[src/rtl/lp805x_sfrbus_bridge_if.sv]
// Core/peripheral SFR access bundle for the lp805x SFR bus bridge.
// master = core strobes plus peripheral responders, slave = the bridge.
interface lp805x_sfrbus_bridge_if #(
  parameter int DATA_W = 8,
  parameter int ADDR_W = 8,
  parameter int NSLV   = 4
);
  localparam int BW = 2*ADDR_W + DATA_W + 5;

  logic [ADDR_W-1:0]      cpu_wr_addr;
  logic [ADDR_W-1:0]      cpu_rd_addr;
  logic [DATA_W-1:0]      cpu_data_in;
  logic                   cpu_wr;
  logic                   cpu_rd;
  logic                   cpu_bit_in;
  logic                   cpu_wr_bit;
  logic                   cpu_rd_bit;
  logic                   cpu_busy;
  logic                   cpu_done;
  logic [DATA_W-1:0]      cpu_data_out;
  logic                   cpu_bit_out;
  logic                   cpu_drop;
  logic                   load;
  logic [BW-1:0]          sfr_bus;
  logic [NSLV-1:0]        slv_sel;
  logic [NSLV*DATA_W-1:0] slv_data;
  logic [NSLV-1:0]        slv_bit;

  modport master (
    output cpu_wr_addr, cpu_rd_addr, cpu_data_in, cpu_wr, cpu_rd,
           cpu_bit_in, cpu_wr_bit, cpu_rd_bit, slv_sel, slv_data, slv_bit,
    input  cpu_busy, cpu_done, cpu_data_out, cpu_bit_out, cpu_drop,
           load, sfr_bus
  );

  modport slave (
    input  cpu_wr_addr, cpu_rd_addr, cpu_data_in, cpu_wr, cpu_rd,
           cpu_bit_in, cpu_wr_bit, cpu_rd_bit, slv_sel, slv_data, slv_bit,
    output cpu_busy, cpu_done, cpu_data_out, cpu_bit_out, cpu_drop,
           load, sfr_bus
  );
endinterface

[src/rtl/lp805x_sfrbus_bridge.sv]
// Holds one core SFR access, presents it on the packed peripheral bus for one
// load period, then returns the one-hot muxed response with a done pulse.
module lp805x_sfrbus_bridge #(
  parameter int DATA_W = 8,
  parameter int ADDR_W = 8,
  parameter int NSLV   = 4,
  parameter int DIV    = 4
) (
  input  logic                  clk,
  input  logic                  rst,
  lp805x_sfrbus_bridge_if.slave sfr_if
);
  localparam int CW = (DIV > 1) ? $clog2(DIV) : 1;

  typedef struct packed {
    logic [ADDR_W-1:0] wr_addr;
    logic [ADDR_W-1:0] rd_addr;
    logic [DATA_W-1:0] data_in;
    logic              wr;
    logic              rd;
    logic              bit_in;
    logic              wr_bit;
    logic              rd_bit;
  } sfr_req_t;

  typedef enum logic [1:0] {
    S_IDLE   = 2'd0,
    S_PEND   = 2'd1,
    S_ACTIVE = 2'd2
  } state_e;

  state_e            state_q, state_d;
  logic [CW-1:0]     cnt_q, cnt_d;
  sfr_req_t          req_in, hold_q, hold_d, bus_q, bus_d;
  logic [DATA_W-1:0] data_q, data_d, rsp_data;
  logic              bit_q, bit_d, rsp_bit;
  logic              done_q, drop_q;
  logic              load, req, capture, issue, finish, drop;

  assign load = (cnt_q == CW'(DIV - 1));
  assign cnt_d = load ? '0 : cnt_q + CW'(1);

  assign req = sfr_if.cpu_wr | sfr_if.cpu_rd | sfr_if.cpu_wr_bit | sfr_if.cpu_rd_bit;
  assign req_in = '{wr_addr: sfr_if.cpu_wr_addr, rd_addr: sfr_if.cpu_rd_addr,
                    data_in: sfr_if.cpu_data_in, wr: sfr_if.cpu_wr, rd: sfr_if.cpu_rd,
                    bit_in: sfr_if.cpu_bit_in, wr_bit: sfr_if.cpu_wr_bit,
                    rd_bit: sfr_if.cpu_rd_bit};

  always_ff @(posedge clk or posedge rst) begin
    if (rst) state_q <= S_IDLE;
    else     state_q <= state_d;
  end

  always_comb begin
    state_d = state_q;
    case (state_q)
      S_IDLE:   if (req)  state_d = S_PEND;
      S_PEND:   if (load) state_d = S_ACTIVE;
      S_ACTIVE: if (load) state_d = S_IDLE;
      default:            state_d = S_IDLE;
    endcase
  end

  // A request seen in any non-idle state, including the finishing cycle, is dropped.
  always_comb begin
    capture = (state_q == S_IDLE) && req;
    issue   = (state_q == S_PEND) && load;
    finish  = (state_q == S_ACTIVE) && load;
    drop    = (state_q != S_IDLE) && req;
  end

  // OR of all selected slaves; an access nobody claims reads as all ones.
  always_comb begin
    rsp_data = '0;
    rsp_bit  = 1'b0;
    for (int i = 0; i < NSLV; i++) begin
      if (sfr_if.slv_sel[i]) begin
        rsp_data = rsp_data | sfr_if.slv_data[i*DATA_W +: DATA_W];
        rsp_bit  = rsp_bit | sfr_if.slv_bit[i];
      end
    end
    if (sfr_if.slv_sel == '0) rsp_data = '1;
  end

  always_comb begin
    hold_d = capture ? req_in : hold_q;
    bus_d  = issue ? hold_q : (finish ? '0 : bus_q);
    data_d = finish ? rsp_data : data_q;
    bit_d  = finish ? rsp_bit : bit_q;
  end

  always_ff @(posedge clk or posedge rst) begin
    if (rst) begin
      cnt_q  <= '0;
      hold_q <= '0;
      bus_q  <= '0;
      data_q <= '0;
      bit_q  <= 1'b0;
      done_q <= 1'b0;
      drop_q <= 1'b0;
    end else begin
      cnt_q  <= cnt_d;
      hold_q <= hold_d;
      bus_q  <= bus_d;
      data_q <= data_d;
      bit_q  <= bit_d;
      done_q <= finish;
      drop_q <= drop;
    end
  end

  assign sfr_if.load         = load;
  assign sfr_if.sfr_bus      = bus_q;
  assign sfr_if.cpu_busy     = (state_q != S_IDLE);
  assign sfr_if.cpu_done     = done_q;
  assign sfr_if.cpu_drop     = drop_q;
  assign sfr_if.cpu_data_out = data_q;
  assign sfr_if.cpu_bit_out  = bit_q;
endmodule

[src/flat_wrapper.sv]
// flat-port wrapper written by rule: the top's interface ports become plain ports
module lp805x_sfrbus_bridge_flat 
#(
  parameter int DATA_W = 8,
  parameter int ADDR_W = 8,
  parameter int NSLV   = 4,
  parameter int DIV    = 4
)
  (clk, rst, sfr_if_cpu_wr_addr, sfr_if_cpu_rd_addr, sfr_if_cpu_data_in, sfr_if_cpu_wr, sfr_if_cpu_rd, sfr_if_cpu_bit_in, sfr_if_cpu_wr_bit, sfr_if_cpu_rd_bit, sfr_if_slv_sel, sfr_if_slv_data, sfr_if_slv_bit, sfr_if_cpu_busy, sfr_if_cpu_done, sfr_if_cpu_data_out, sfr_if_cpu_bit_out, sfr_if_cpu_drop, sfr_if_load, sfr_if_sfr_bus);
  lp805x_sfrbus_bridge_if #(.DATA_W(DATA_W), .ADDR_W(ADDR_W), .NSLV(NSLV)) sfr_if_i ();
  input  logic clk;
  input  logic rst;
  input wire logic [$bits(sfr_if_i.cpu_wr_addr)-1:0] sfr_if_cpu_wr_addr;
  input wire logic [$bits(sfr_if_i.cpu_rd_addr)-1:0] sfr_if_cpu_rd_addr;
  input wire logic [$bits(sfr_if_i.cpu_data_in)-1:0] sfr_if_cpu_data_in;
  input wire logic [$bits(sfr_if_i.cpu_wr)-1:0] sfr_if_cpu_wr;
  input wire logic [$bits(sfr_if_i.cpu_rd)-1:0] sfr_if_cpu_rd;
  input wire logic [$bits(sfr_if_i.cpu_bit_in)-1:0] sfr_if_cpu_bit_in;
  input wire logic [$bits(sfr_if_i.cpu_wr_bit)-1:0] sfr_if_cpu_wr_bit;
  input wire logic [$bits(sfr_if_i.cpu_rd_bit)-1:0] sfr_if_cpu_rd_bit;
  input wire logic [$bits(sfr_if_i.slv_sel)-1:0] sfr_if_slv_sel;
  input wire logic [$bits(sfr_if_i.slv_data)-1:0] sfr_if_slv_data;
  input wire logic [$bits(sfr_if_i.slv_bit)-1:0] sfr_if_slv_bit;
  output wire logic [$bits(sfr_if_i.cpu_busy)-1:0] sfr_if_cpu_busy;
  output wire logic [$bits(sfr_if_i.cpu_done)-1:0] sfr_if_cpu_done;
  output wire logic [$bits(sfr_if_i.cpu_data_out)-1:0] sfr_if_cpu_data_out;
  output wire logic [$bits(sfr_if_i.cpu_bit_out)-1:0] sfr_if_cpu_bit_out;
  output wire logic [$bits(sfr_if_i.cpu_drop)-1:0] sfr_if_cpu_drop;
  output wire logic [$bits(sfr_if_i.load)-1:0] sfr_if_load;
  output wire logic [$bits(sfr_if_i.sfr_bus)-1:0] sfr_if_sfr_bus;
  assign sfr_if_i.cpu_wr_addr = sfr_if_cpu_wr_addr;
  assign sfr_if_i.cpu_rd_addr = sfr_if_cpu_rd_addr;
  assign sfr_if_i.cpu_data_in = sfr_if_cpu_data_in;
  assign sfr_if_i.cpu_wr = sfr_if_cpu_wr;
  assign sfr_if_i.cpu_rd = sfr_if_cpu_rd;
  assign sfr_if_i.cpu_bit_in = sfr_if_cpu_bit_in;
  assign sfr_if_i.cpu_wr_bit = sfr_if_cpu_wr_bit;
  assign sfr_if_i.cpu_rd_bit = sfr_if_cpu_rd_bit;
  assign sfr_if_i.slv_sel = sfr_if_slv_sel;
  assign sfr_if_i.slv_data = sfr_if_slv_data;
  assign sfr_if_i.slv_bit = sfr_if_slv_bit;
  assign sfr_if_cpu_busy = sfr_if_i.cpu_busy;
  assign sfr_if_cpu_done = sfr_if_i.cpu_done;
  assign sfr_if_cpu_data_out = sfr_if_i.cpu_data_out;
  assign sfr_if_cpu_bit_out = sfr_if_i.cpu_bit_out;
  assign sfr_if_cpu_drop = sfr_if_i.cpu_drop;
  assign sfr_if_load = sfr_if_i.load;
  assign sfr_if_sfr_bus = sfr_if_i.sfr_bus;
  lp805x_sfrbus_bridge #(.DATA_W(DATA_W), .ADDR_W(ADDR_W), .NSLV(NSLV), .DIV(DIV)) u_core (.clk(clk), .rst(rst), .sfr_if(sfr_if_i));
endmodule
[config.mk]
export PLATFORM = sky130hd
export DESIGN_NAME = lp805x_sfrbus_bridge_flat
export DESIGN_NICKNAME = d
export VERILOG_FILES = /design/src/rtl/lp805x_sfrbus_bridge_if.sv /design/src/rtl/lp805x_sfrbus_bridge.sv /design/src/flat_wrapper.sv
export SDC_FILE = /design/constraint.sdc
export NUM_CORES = 1
export LEC_CHECK = 0
export CORE_MARGIN = 5
export CORE_UTILIZATION = 35
export DETAILED_ROUTE_END_ITERATION = 6
export HOLD_SLACK_MARGIN = 0.02
export PLACE_DENSITY = 0.75
export SYNTH_ARGS = -nofsm -noshare
export SYNTH_HDL_FRONTEND = slang
export SYNTH_SLANG_ARGS = --single-unit
[constraint.sdc]
create_clock -name clk -period 2.25 [get_ports clk]
set_input_delay 0.225 -clock clk [delete_from_list [all_inputs] [get_ports clk]]
set_output_delay 0.225 -clock clk [all_outputs]
set_load 0.03 [all_outputs]
-- Yosys cells after proc, flatten, opt, wreduce, memory -nomap -nowiden
Cells that the tools add are included.
- logic and storage cells: 63
- bits of input ports: 71
- flip-flop bits (word level): 73
- muxes and demuxes: 16
- add/sub/neg operators: 1
- reductions and logical operators: 9
- eq/ne operators: 6
- bitwise operators: 9
- operators with widths (cell ; number):
    29-bit 2-to-1 mux ; 2
    8-bit 2-to-1 mux ; 5
    8-bit OR ; 3
    2-bit 2-to-1 mux ; 4
    2-bit by 1-bit inequality test with 1-bit output, second input constant ; 3
    1-bit OR ; 6
    2-bit case mux with 3 select lines ; 1
    2-bit == test, second input constant ; 2
    1-bit logical AND ; 4
    4-bit zero test ; 1
    1-bit 2-to-1 mux ; 4
    2-bit nonzero test ; 2
    3-bit AND reduction ; 1
    2-bit by 1-bit adder with 2-bit output, second input constant ; 1
    2-bit by 1-bit == test with 1-bit output, second input constant ; 1
    2-bit zero test ; 1

-- Longest topological paths before layout
Gate-level depths: netlist (run 1).
- depth after elaboration: 8
- mapped depth: 7
- gate-level depth less buffers: 4

-- Worst setup path before layout (run 1)
Ideal clock, no wire load.
- kind: register -> register
- from: register u_core.cnt_q[0]
- to: register u_core.bus_q, in the netlist u_core.sfr_if.sfr_bus[10]
- data required time: 2129 ps
- setup slack: 614 ps
- arrival: 1515 ps
- library setup time: 121 ps
- cell stages (with the launch flop): 8
- cell sequence: dfrtp_1 ha_1 and3b_1 buf_2 nor2_4 buf_6 buf_6 a22o_1
- cells in the longest elaborated chain, start to end: 3
- elaborated cells on any way between the ends: 5
- those cells by class: 1 x eq/ne; 1 x mux; 3 x reduce/logical
- RTL lines (what ; RTL line ; source):
    start: declaration ; lp805x_sfrbus_bridge.sv:33 ; logic [CW-1:0] cnt_q, cnt_d;
    start signal: assignment ; lp805x_sfrbus_bridge.sv:102 ; cnt_q <= cnt_d;
    2-bit == test (*) ; lp805x_sfrbus_bridge.sv:40 ; assign load = (cnt_q == CW'(DIV - 1));
    named net sfr_if_load ; flat_wrapper.sv:29 ; output wire logic [$bits(sfr_if_i.load)-1:0] sfr_if_load;
    1-bit logical AND, on equally long branches ; lp805x_sfrbus_bridge.sv:67, lp805x_sfrbus_bridge.sv:68 ;
    29-bit 2-to-1 mux or 2-bit nonzero test (tied branches) ; - ;
    end signal: assignment ; lp805x_sfrbus_bridge.sv:104 ; bus_q <= bus_d;
    end: declaration ; lp805x_sfrbus_bridge.sv:34 ; sfr_req_t req_in, hold_q, hold_d, bus_q, bus_d;
The timed path passes the listed nets; every way through them passes the cells marked *.
A chain may end at the register's enable or synchronous reset.

-- Final worst setup path (run 1)
- from: register u_core.state_q[0]
- to: output sfr_if_cpu_busy
- cells in the longest elaborated chain, start to end: 1
- RTL lines (what ; RTL line ; source):
    start: declaration ; lp805x_sfrbus_bridge.sv:32 ; state_e state_q, state_d;
    start signal: assignment ; lp805x_sfrbus_bridge.sv:51 ; else state_q <= state_d;
    2-bit nonzero test ; lp805x_sfrbus_bridge.sv:114 ; assign sfr_if.cpu_busy = (state_q != S_IDLE);
    end: declaration ; flat_wrapper.sv:24 ; output wire logic [$bits(sfr_if_i.cpu_busy)-1:0] sfr_if_cpu_busy;
No other way between the ends.

==> results of run 1 <==
path summary, 6_finish.rpt:
check	startpoint	endpoint	slack, ns	depth (start not counted)
setup / recovery	u_core.state_q[0]$_DFFE_PP0P_	sfr_if_cpu_busy	0.25	3
hold / removal	rst	u_core.hold_q[17]$_DFFE_PP0P_	0.27	3
setup reg to reg	u_core.cnt_q[0]$_DFF_PP0_	u_core.sfr_if.cpu_data_out[3]$_DFFE_PP0P_	0.53	5
hold reg to reg	u_core.cnt_q[0]$_DFF_PP0_	u_core.cnt_q[0]$_DFF_PP0_	0.45	1
max in group asynchronous	rst	u_core.sfr_if.sfr_bus[21]$_DFFE_PP0P_	1.65	3
min in group clk	u_core.cnt_q[0]$_DFF_PP0_	u_core.cnt_q[0]$_DFF_PP0_	0.45	1
power by group:
group	switching [uW]	internal, uW
clock network	473	738
registers	382	1940
logic	1290	1420
cell usage after synthesis:
| library cell | n |
|---|---|
| sky130_fd_sc_hd__a22oi_1 | 18 |
| sky130_fd_sc_hd__nor2_4 | 1 |
| sky130_fd_sc_hd__nor3_4 | 1 |
| sky130_fd_sc_hd__buf_1 | 2 |
| sky130_fd_sc_hd__buf_6 | 4 |
| sky130_fd_sc_hd__clkbuf_1 | 3 |
| sky130_fd_sc_hd__or2_2 | 1 |
| sky130_fd_sc_hd__ha_1 | 1 |
| sky130_fd_sc_hd__nor2_1 | 12 |
| sky130_fd_sc_hd__buf_2 | 5 |
| sky130_fd_sc_hd__a22o_1 | 31 |
| sky130_fd_sc_hd__a31oi_1 | 9 |
| sky130_fd_sc_hd__nor4_4 | 1 |
| sky130_fd_sc_hd__o21ai_0 | 1 |
| sky130_fd_sc_hd__and3b_1 | 2 |
| sky130_fd_sc_hd__mux2_2 | 7 |
| sky130_fd_sc_hd__nor3b_1 | 1 |
| sky130_fd_sc_hd__o41a_1 | 1 |
| sky130_fd_sc_hd__dfrtp_1 | 73 |
| sky130_fd_sc_hd__nand2b_1 | 2 |
| sky130_fd_sc_hd__inv_1 | 2 |
| sky130_fd_sc_hd__mux2_4 | 20 |
cell type report:
class | instances | share of cell area [%]
clock buffers | 11 | 2.99
clock inverters | 5 | 2.36
inverters | 2 | 0.171
multi-input cells | 109 | 23.0
flip-flops and latches | 73 | 41.6
well taps | 105 | 2.99
repair buffers | 117 | 26.9
cell families after synthesis:
logic type / synth area share, %
AO/OA/AOI/OAI: 16.3
adder cells (fa/ha/maj): 0.427
multiplexers: 12.9
AND/OR/NAND/NOR: 4.70
flip-flops: 62.3
buffers and inverters: 3.29
per-stage QoR:
stage / setup slack [ns] / util (%)
after detailed placement: 0.272 / 50.9
after global placement: 0.337 / 50.9
after floorplan: 0.172 / -
final: 0.254 / 53.7
after CTS: 0.211 / 53.7
after global routing: 0.136 / 53.7
per-layer routing:
layer | up-vias | share of wire [%] | global-route usage (%)
li1 | 971 | - | -
met1 | 1023 | 43 | 17.8
met2 | 88 | 46 | 22.8
met3 | 13 | 9.0 | 5.65
met4 | 0 | 2.2 | 6.65
met5 | - | 0 | 0
sequential cells by signal (all words and copies together) (netlist names):
register	flops
u_core.cnt_q	2
u_core.hold_q	29
u_core.sfr_if.cpu_bit_out	1
u_core.sfr_if.cpu_data_out	8
u_core.sfr_if.cpu_done	1
u_core.sfr_if.cpu_drop	1
u_core.sfr_if.sfr_bus	29
u_core.state_q	2
cells in the final DEF (no fill, tap or decap), types with 2 or more instances in the layout:
master	count
sky130_fd_sc_hd__a22o_1	31
sky130_fd_sc_hd__a31oi_1	9
sky130_fd_sc_hd__clkbuf_8	9
sky130_fd_sc_hd__mux2_4	20
sky130_fd_sc_hd__a22oi_1	18
sky130_fd_sc_hd__nand2b_1	2
sky130_fd_sc_hd__nor2_1	12
sky130_fd_sc_hd__clkdlybuf4s50_1	112
sky130_fd_sc_hd__buf_12	2
sky130_fd_sc_hd__buf_4	3
sky130_fd_sc_hd__and3b_1	2
sky130_fd_sc_hd__dfrtp_1	73
sky130_fd_sc_hd__mux2_2	7
sky130_fd_sc_hd__clkbuf_1	2
sky130_fd_sc_hd__bufinv_16	3
critical path, cell delays in order (launching register included):
cell and delay (ns):
sky130_fd_sc_hd__dfrtp_1 0.46, sky130_fd_sc_hd__nor2_1 0.31, sky130_fd_sc_hd__inv_1 0.08, sky130_fd_sc_hd__clkdlybuf4s50_1 0.60
==> results.txt, run 1 <==
The flow ran to the end, and the final reports show no timing, DRC or antenna violations. The count of unique library cells instantiated by Yosys came out at 22. For this run, design rule violations remaining after detail routing come to 0.

Setup total negative slack on the finished layout was measured at 0 ns. STA classifies the critical path endpoint as an output pin. In the global route stage, overall resource usage came out at 14.6%. At the end of routability-driven placement, the weighted congestion stood at 0.777.

After synthesis the cells add up to 2930 um^2. The floorplan step defined a core boundary enclosing 8180 um^2. The residual antenna-violating net count after detailed routing is 0. The fmax is 0.501 GHz. The number of antenna violations at the first check in global routing is 0. The via count of the first global-routing pass came to 2,328. The number of top-level pins is 113. The H-tree depth reported by CTS is 3. The worst hold slack came out at 0.267 ns. The cell at the root of the clock tree is sky130_fd_sc_hd__clkbuf_8. The CTS tree is yes. The normalized max-slew margin came out at 68.1%. In this run the mean area of a mapped cell was 14.8 um^2.

In this run, post-CTS hold repair placed 0 buffers. Data on the critical path is required at its endpoint by 2.03 ns. Across the routed clock network, the largest skew measured is 0.0115 ns. The register bit total from synthesis is 73.

In the post-synthesis netlist, the biggest area contributors are sky130_fd_sc_hd__dfrtp_1 62%, sky130_fd_sc_hd__mux2_4 10%, sky130_fd_sc_hd__a22o_1 9.3%. The layout overhead on the synthesized area is 49.9%. The via density per instance came out at 4.96. The number of nets at the end of the flow is 384. The hold violation count in the final report came out at 0.

The HPWL after detailed placement came out at 5000 um. The cell count after synthesis came out at 198. The number of antenna cells inserted came out at 0.

The first-pass detailed-route iteration total came out at 4. The overall via count from detail_route is 2,095. The placed cell area is 4160 um^2. The post-route standard cell area excluding fillers is 4390 um^2. Post-CTS repair changed the size of 0 cells.

The clock-pin slew on the worst setup and hold paths came out at 0.08 ns. The setup-violating endpoint count in the final report came out at 0. The first global-routing pass estimated 11,500 um of wire. Of the cells placed in the final design, the portion with a size suffix greater than 1 is 16.1%. The final cell count without fillers came out at 422. In this run, CTS created clock tree buffers numbering 9.

In this run the worst path has a maximum fanout of 6. STA puts the critical path data arrival time at 1.77 ns. The total power per unit cell area is 1420 nW/um^2. The clock net sink count is 73.

The number of placement rows came out at 33. By startpoint and endpoint, the worst setup path is classified as flop to output pin. Global routing finished with a remaining overflow of 0. The quantity of I/O buffers inserted on ports is 112. The pin slew with the least headroom to its limit is 0.479 ns. The die outline width came out at 102 um.

Of all cell types, the one taking the most synthesized area is sky130_fd_sc_hd__dfrtp_1. The largest net degree at the start of global routing is 74. The initial utilization of the core area, before any placement, comes to 35.9%. Sequential elements use 62.3% of the synthesized area. The die covers 10,300 um^2.

The min-delay analysis places its worst path in the category primary input to asynchronous set/reset pin. Setup repair after global routing left no endpoint under its margin. For this block, the initial DRC count from the detailed router was 40. The worst path needs 2.00 ns of the cycle, external delays included. The worst ir drop on vdd is 0.474 mV.

In the finished design, the share of the clock period the worst path needs comes to 88.7%. The sequential standard cell area is 1830 um^2. Clock latency on the worst-skew pair, taken at its later pin, is 0.34 ns. STA classifies the critical path startpoint as a flop.

The filler cell count in the final layout came out at 692. The share of the synthesized area in the top cell type came out at 62.3%. Yosys printed 0 warnings. The multi-input combinational cell area is 1010 um^2. The net count after synthesis came out at 270.

Post-CTS timing repair inserted 0 buffers for setup. The largest buffer count on any clock path came out at 2. The leakage power came out at 0.00193 uW. The die height is 102 um. The per-cell routed wire length is 16.8 um. The overall power consumption is 6240 uW. The sum of routed wire length over all layers is 7080 um.

The number of pins exceeding their max-slew limit in the final report came out at 0. In this run, placement finished with an instance count of 406. The max-capacitance violation count came out at 0.
No activity file was read; power rests on OpenSTA's default activity.
==> run 2, diff against run 1 <==
--- a/config.mk
+++ b/config.mk
@@ -6,10 +6,12 @@
 export NUM_CORES = 1
 export LEC_CHECK = 0
 export CORE_MARGIN = 5
-export CORE_UTILIZATION = 35
+export CORE_UTILIZATION = 44
+export CTS_BUF_LIST = sky130_fd_sc_hd__clkbuf_16
 export DETAILED_ROUTE_END_ITERATION = 6
 export HOLD_SLACK_MARGIN = 0.02
-export PLACE_DENSITY = 0.75
+export PLACE_DENSITY = 0.89
+export SETUP_SLACK_MARGIN = 0.02
 export SYNTH_ARGS = -nofsm -noshare
 export SYNTH_HDL_FRONTEND = slang
 export SYNTH_SLANG_ARGS = --single-unit
==> run 2 against run 1 <==
Fmax rose by 2.5%. Via count is 2.1% higher. Final area rose by 2.1%. Clock-buffer cell count is 2 lower. Core utilization up 16 points. Die area down 19%. Global-route usage up 3.4 points. Cell count decreased by 6.4%. Clock power up 31%. Critical path depth unchanged. Register-to-register slack lost 0.21 ns. Critical path type unchanged.
==> results.txt, run 2 (synthesized netlist as in run 1, its figures left out) <==
The total power per unit cell area came out at 1490 nW/um^2 (was 1420 nW/um^2). The startpoint class of the critical path was a flop (unchanged). The leftover overflow at the end of global routing came out at 0 (unchanged). The post-route standard cell area excluding fillers came to 4480 um^2 (was 4390 um^2).

The number of nets at the end of the flow is 386 (was 384). The first-pass GRT wire length was 11,900 um (was 11,500 um). The number of gates resized after CTS came out at 0 (unchanged). The max-capacitance violation count is 0 (unchanged). The aggregate negative setup slack came out at 0 ns (unchanged). The placed cell area came to 4150 um^2 (was 4160 um^2). The worst ir drop on vdd came out at 0.861 mV (was 0.474 mV). Highest-count cells in the layout ignoring fill and taps: 112 x sky130_fd_sc_hd__clkdlybuf4s50_1, 73 x sky130_fd_sc_hd__dfrtp_1, 31 x sky130_fd_sc_hd__a22o_1 (unchanged). The sum of routed wire length over all layers came out at 7310 um (was 7080 um).

The hold violation count in the final report came out at 0 (unchanged). The clock insertion delay at the later pin of the skew report came to 0.32 ns (was 0.34 ns). The number of buffers created by CTS came out at 9 (unchanged). The setup-violating endpoint count in the final report is 0 (unchanged). The via density per instance is 5.42 (was 4.96). The cell at the root of the clock tree is sky130_fd_sc_hd__clkbuf_16 (was sky130_fd_sc_hd__clkbuf_8). The number of antenna cells inserted came out at 0 (unchanged). The largest buffer count on any clock path is 2 (unchanged). The die height is 91.6 um (was 102 um).

The per-cell routed wire length was 18.5 um (was 16.8 um). The global routing met1 resource utilization was 22.2% (was 17.8%). The largest net degree at the start of global routing is 74 (unchanged). The minimum clock period came out at 1.95 ns (was 2.00 ns).

The clock-pin slew on the worst setup and hold paths is 0.06 ns (was 0.08 ns). The arrival time at the worst endpoint is 1.72 ns (was 1.77 ns). The number of top-level pins is 113 (unchanged). The layout overhead on the synthesized area is 52.9% (was 49.9%). The all-layer global routing usage came out at 18.0% (was 14.6%). The post-cts hold buffer count is 0 (unchanged). The starting density of the core came out at 45.6% (was 35.9%). The utilization after layout is 69.8% (was 53.7%).

The fraction of final layout cells with drive strength greater than 1 is 16.7% (was 16.1%). The met2 usage is 29.6% (was 22.8%). The overall via count from detail_route came out at 2,139 (was 2,095). Unrepaired setup endpoints after global routing: false (unchanged). The area of the core region came out at 6420 um^2 (was 8180 um^2). The first-iteration detailed-routing DRC count came out at 60 (was 40). The die outline width was 91.6 um (was 102 um). Result of the run: complete, no violations (unchanged). The kind of critical path was flop to output pin (unchanged). The endpoint kind of the worst setup timing path is an output pin (unchanged). The quantity of I/O buffers inserted on ports is 112 (unchanged). The final clock period utilization by the worst path came out at 86.5% (was 88.7%). The setup skew after layout is 0.00711 ns (was 0.0115 ns). The number of antenna violations at the first check in global routing is 0 (unchanged). The filler cell count in the final layout came out at 458 (was 692). The met3 track demand over resource in global routing is 4.58% (was 5.65%).

The normalized max-slew margin is 42.5% (was 68.1%). The leakage power is 0.00199 uW (was 0.00193 uW). The number of pins exceeding their max-slew limit in the final report came out at 0 (unchanged).

The setup fix buffers added after clock tree synthesis came out at 0 (unchanged). The path class of the lowest-slack min-delay path is primary input to asynchronous set/reset pin (unchanged). The clock net sink count came out at 73 (unchanged). The most used routing layer in global routing is met2 (unchanged). The full die area was 8400 um^2 (was 10,300 um^2).

The number of placement rows came to 29 (was 33). The required time of the worst setup path came out at 2.03 ns (about the same). The sequential standard cell area is 1830 um^2 (unchanged). The pin slew with the least headroom to its limit came to 0.859 ns (was 0.479 ns).

The largest fanout of any net on the critical path came out at 6 (unchanged). The first-pass detailed-route iteration total is 4 (unchanged). The fmax came to 0.514 GHz (was 0.501 GHz). The leading cell type in the layout, fill and taps excluded is sky130_fd_sc_hd__clkdlybuf4s50_1 (unchanged). The multi-input combinational cell area came out at 1010 um^2 (unchanged). The DRC violation count after routing is 0 (unchanged). The HPWL after detailed placement came out at 5080 um (was 5000 um).

The final weighted congestion of routability-driven global placement came to 0.734 (was 0.777). The CTS tree is yes (unchanged). The H-tree depth reported by CTS is 3 (unchanged). The residual antenna-violating net count after detailed routing is 0 (unchanged). The via count of the first global-routing pass came to 2,360 (was 2,328).
run 2: cell count changes in the layout (fill, tap and decap cells not counted), sizes merged:
| cell | delta |
|---|---|
| buf | +2 |
| clkbuf | -2 |
| clkinv | +1 |
run 2: layout make-up:
class	count	share of cell area, %
repair buffers	119	27.0
well taps	77	2.15
clock inverters	6	2.40
clock buffers	9	5.02
inverters	2	0.167
flip-flops and latches	73	40.7
multi-input cells	109	22.5
run 2: stage by stage:
stage / total power [uW] / worst slack (ns) / hold slack [ns] / instances
after detailed placement: 5110 / 0.00611 / 0.429 / 380
after global placement: 5020 / 0.0639 / 0.413 / 380
after CTS: 6750 / 0.286 / 0.318 / 395
final: 6680 / 0.303 / 0.306 / 395
after global routing: 7010 / 0.145 / 0.344 / 395
after floorplan: 4000 / 0.172 / 0.356 / 198
run 2: path summary, 6_finish.rpt:
kind / start / endpoint / cells past startpoint / slack (ns)
min: rst / u_core.sfr_if.sfr_bus[23]$_DFFE_PP0P_ / 3 / 0.31
min reg2reg: u_core.cnt_q[0]$_DFF_PP0_ / u_core.cnt_q[0]$_DFF_PP0_ / 1 / 0.43
max reg2reg: u_core.state_q[0]$_DFFE_PP0P_ / u_core.hold_q[5]$_DFFE_PP0P_ / 3 / 0.32
max in group asynchronous: rst / u_core.sfr_if.cpu_data_out[7]$_DFFE_PP0P_ / 3 / 1.64
min in group clk: u_core.cnt_q[0]$_DFF_PP0_ / u_core.cnt_q[0]$_DFF_PP0_ / 1 / 0.43
max: u_core.state_q[0]$_DFFE_PP0P_ / sfr_if_cpu_busy / 3 / 0.30
run 2: critical path, cell delays in order (launching register included):
cell and delay (ns):
sky130_fd_sc_hd__dfrtp_1 0.46, sky130_fd_sc_hd__nor2_1 0.28, sky130_fd_sc_hd__inv_1 0.07, sky130_fd_sc_hd__clkdlybuf4s50_1 0.60
run 2: power by group:
| group | total, uW | internal [uW] | leakage [uW] | switching, uW |
|---|---|---|---|---|
| clock network | 1590 | 1070 | 0.000163 | 515 |
| registers | 2350 | 1940 | 0.000860 | 403 |
| logic | 2750 | 1450 | 0.000967 | 1300 |
| total | 6680 | 4470 | 0.00199 | 2220 |
run 2: per-layer routing:
metal / part of all wire, % / up-vias
li1: - / 977
met1: 42 / 1086
met2: 51 / 66
met3: 5.6 / 10
met4: 1.5 / 0
met5: 0 / -
==> run 3, diff against run 2 <==
==> constraint.sdc (replaced) <==
create_clock -name clk -period 2.25 [get_ports clk]
set_input_delay 0.45 -clock clk [delete_from_list [all_inputs] [get_ports clk]]
set_output_delay 0.45 -clock clk [all_outputs]
set_load 0.03 [all_outputs]
==> run 3 against run 2 <==
Total power is 3.1% lower. Largest power group unchanged. Critical path type unchanged. Critical path depth is 1 lower. Hold slack better by 0.15 ns.
==> results.txt, run 3 (synthesized netlist as in run 1, its figures left out) <==
The count of cells along the worst register-to-register path was 4 (was 3). Highest-count cells in the layout ignoring fill and taps: 112 x sky130_fd_sc_hd__clkdlybuf4s50_1, 73 x sky130_fd_sc_hd__dfrtp_1, 31 x sky130_fd_sc_hd__a22o_1 (unchanged). The sum of routed wire length over all layers came to 7390 um (was 7310 um). The worst reg2reg path endpoint is u_core.sfr_if.sfr_bus[9]$_DFFE_PP0P_ (was u_core.hold_q[5]$_DFFE_PP0P_).

The first-iteration detailed-routing DRC count is 62 (was 60). The number of placement rows is 29 (unchanged). The setup skew after layout is 0.00504 ns (was 0.00711 ns).

The all-layer global routing usage came out at 18.4% (was 18.0%). The per-cell routed wire length came out at 18.6 um (was 18.5 um). The DRC violation count after routing is 0 (unchanged).

The max-capacitance violation count was 0 (unchanged). The leftover overflow at the end of global routing is 0 (unchanged). The full die area is 8400 um^2 (unchanged). The startpoint class of the critical path is a flop (unchanged).

The clock insertion delay at the later pin of the skew report came to 0.32 ns (about the same). The minimum clock period came out at 2.11 ns (was 1.95 ns). The arrival time at the worst endpoint was 1.66 ns (was 1.72 ns). The leading cell type in the layout, fill and taps excluded was sky130_fd_sc_hd__clkdlybuf4s50_1 (unchanged). The cell at the root of the clock tree was sky130_fd_sc_hd__clkbuf_16 (unchanged). The required time of the worst setup path came out at 1.80 ns (was 2.03 ns). The clock-pin slew on the worst setup and hold paths is 0.05 ns (was 0.06 ns). The quantity of I/O buffers inserted on ports is 112 (unchanged). The leakage power came to 0.00196 uW (was 0.00199 uW). The residual antenna-violating net count after detailed routing came to 0 (unchanged). The overall via count from detail_route is 2,183 (was 2,139). The number of nets at the end of the flow came to 388 (was 386).

The number of pins exceeding their max-slew limit in the final report came out at 0 (unchanged). The H-tree depth reported by CTS came out at 3 (unchanged). The normalized max-slew margin is 54.1% (was 42.5%).

The endpoint kind of the worst setup timing path was an output pin (unchanged). The sequential standard cell area is 1830 um^2 (unchanged). The register-to-register path setup slack is 0.47 ns (was 0.32 ns). The worst hold slack came to 0.458 ns (was 0.306 ns). The fmax is 0.474 GHz (was 0.514 GHz). The largest net degree at the start of global routing is 42 (was 74). The die outline width is 91.6 um (unchanged). The first-pass detailed-route iteration total came out at 4 (unchanged).

The worst flop-to-flop path startpoint was u_core.cnt_q[0]$_DFF_PP0_ (was u_core.state_q[0]$_DFFE_PP0P_). The filler cell count in the final layout is 421 (was 458). The number of buffers created by CTS was 9 (unchanged).

The setup fix buffers added after clock tree synthesis is 0 (unchanged). The total power per unit cell area is 1460 nW/um^2 (was 1490 nW/um^2). The final clock period utilization by the worst path came to 93.8% (was 86.5%). Unrepaired setup endpoints after global routing: false (unchanged). The layout overhead on the synthesized area is 51.1% (was 52.9%). The HPWL after detailed placement was 5370 um (was 5080 um).

The worst ir drop on vdd came to 0.892 mV (was 0.861 mV). The kind of critical path is flop to output pin (unchanged). The largest buffer count on any clock path was 2 (unchanged). The multi-input combinational cell area is 1010 um^2 (unchanged). The utilization after layout is 69.0% (was 69.8%).

The aggregate negative setup slack was 0 ns (unchanged). The setup-violating endpoint count in the final report came out at 0 (unchanged). The post-cts hold buffer count came out at 0 (unchanged). The launching element of the worst setup path is u_core.cnt_q[0]$_DFF_PP0_ (was u_core.state_q[0]$_DFFE_PP0P_). The hold violation count in the final report came out at 0 (unchanged). The path class of the lowest-slack min-delay path is flop to flop (was primary input to asynchronous set/reset pin).

The clock net sink count is 73 (unchanged). The first-pass GRT wire length is 12,000 um (was 11,900 um). The cell count after placement is 382 (was 380). The number of top-level pins is 113 (unchanged). The final weighted congestion of routability-driven global placement came to 0.859 (was 0.734). The final cell count without fillers came out at 398 (was 395). The endpoint of the most critical setup path is sfr_if_load (was sfr_if_cpu_busy). The pin slew with the least headroom to its limit came out at 0.687 ns (was 0.859 ns). The largest fanout of any net on the critical path is 6 (unchanged). The master of the slowest instance on the critical path is sky130_fd_sc_hd__clkdlybuf4s50_1 (unchanged). CP cell instances: ha_1, clkdlybuf4s50_1 (was nor2_1, inv_1, clkdlybuf4s50_1). The via density per instance came out at 5.48 (was 5.42). The starting density of the core came to 45.6% (unchanged). Result of the run: complete, no violations (unchanged). The number of gates resized after CTS is 0 (unchanged). The number of antenna violations at the first check in global routing is 0 (unchanged).

The delay of the slowest cell on the worst path is 0.72 ns (was 0.60 ns). The die height came out at 91.6 um (unchanged). The via count of the first global-routing pass is 2,367 (was 2,360). The area of the core region is 6420 um^2 (unchanged). The CTS tree was yes (unchanged). The number of antenna cells inserted is 0 (unchanged). The fraction of final layout cells with drive strength greater than 1 came out at 16.8% (was 16.7%).
[run 3: changes by cell type in the layout (fill, tap and decap cells not counted), sizes merged]
cell / previous run / this run
clkinv: 3 / 4
bufinv: 3 / 1
clkinvlp: 0 / 3
inv: 2 / 1
buf: 7 / 9
[run 3: through the flow]
stage          total power (uW)  worst slack (ns)  area [um^2]
2_1_floorplan              4000             0.614         2940
3_3_place_gp               5060             0.130         4140
3_5_place_dp               5130            0.0784         4140
4_1_cts                    6530             0.109         4430
5_1_grt                    6790            0.0841         4430
6_report                   6480             0.140         4430
[run 3: worst min-delay path by stage]
stage,to,cells after the start,slack [ns],startpoint
floorplan,u_core.cnt_q[0]$_DFF_PP0_,1,0.40,u_core.cnt_q[0]$_DFF_PP0_
global placement,u_core.cnt_q[0]$_DFF_PP0_,1,0.41,u_core.cnt_q[0]$_DFF_PP0_
detailed placement,u_core.cnt_q[0]$_DFF_PP0_,1,0.43,u_core.cnt_q[0]$_DFF_PP0_
CTS,u_core.cnt_q[0]$_DFF_PP0_,1,0.46,u_core.cnt_q[0]$_DFF_PP0_
global route,u_core.cnt_q[0]$_DFF_PP0_,1,0.47,u_core.cnt_q[0]$_DFF_PP0_
finish,u_core.cnt_q[0]$_DFF_PP0_,1,0.46,u_core.cnt_q[0]$_DFF_PP0_
[run 3: final cells by class]
type / instances / share of cell area, %
Sequential cell: 73 / 41.2
Timing Repair Buffer: 121 / 27.1
Multi-Input combinational cell: 109 / 22.8
Clock buffer: 9 / 5.08
Tap cell: 77 / 2.17
Clock inverter: 7 / 1.38
Inverter: 2 / 0.254
[run 3: power breakdown]
group / leakage, uW / internal [uW] / switching, uW
logic: 0.000963 / 1460 / 1300
clock network: 0.000134 / 844 / 508
registers: 0.000860 / 1940 / 426
[run 3: worst max-delay path, delay by kind of cell (launching register included)]
family | cells | cell delay, ns
buf+inv | 1 | 0.72
flops | 1 | 0.36
fa+ha+maj | 1 | 0.26
[run 3: metal layers]
layer / GRT usage (%) / routed length, um / up-vias
li1: - / - / 982
met1: 23.3 / 3080 / 1078
met2: 29.7 / 3630 / 119
met3: 7.12 / 650 / 4
met4: 5.28 / 39 / 0
met5: 0 / 0 / -
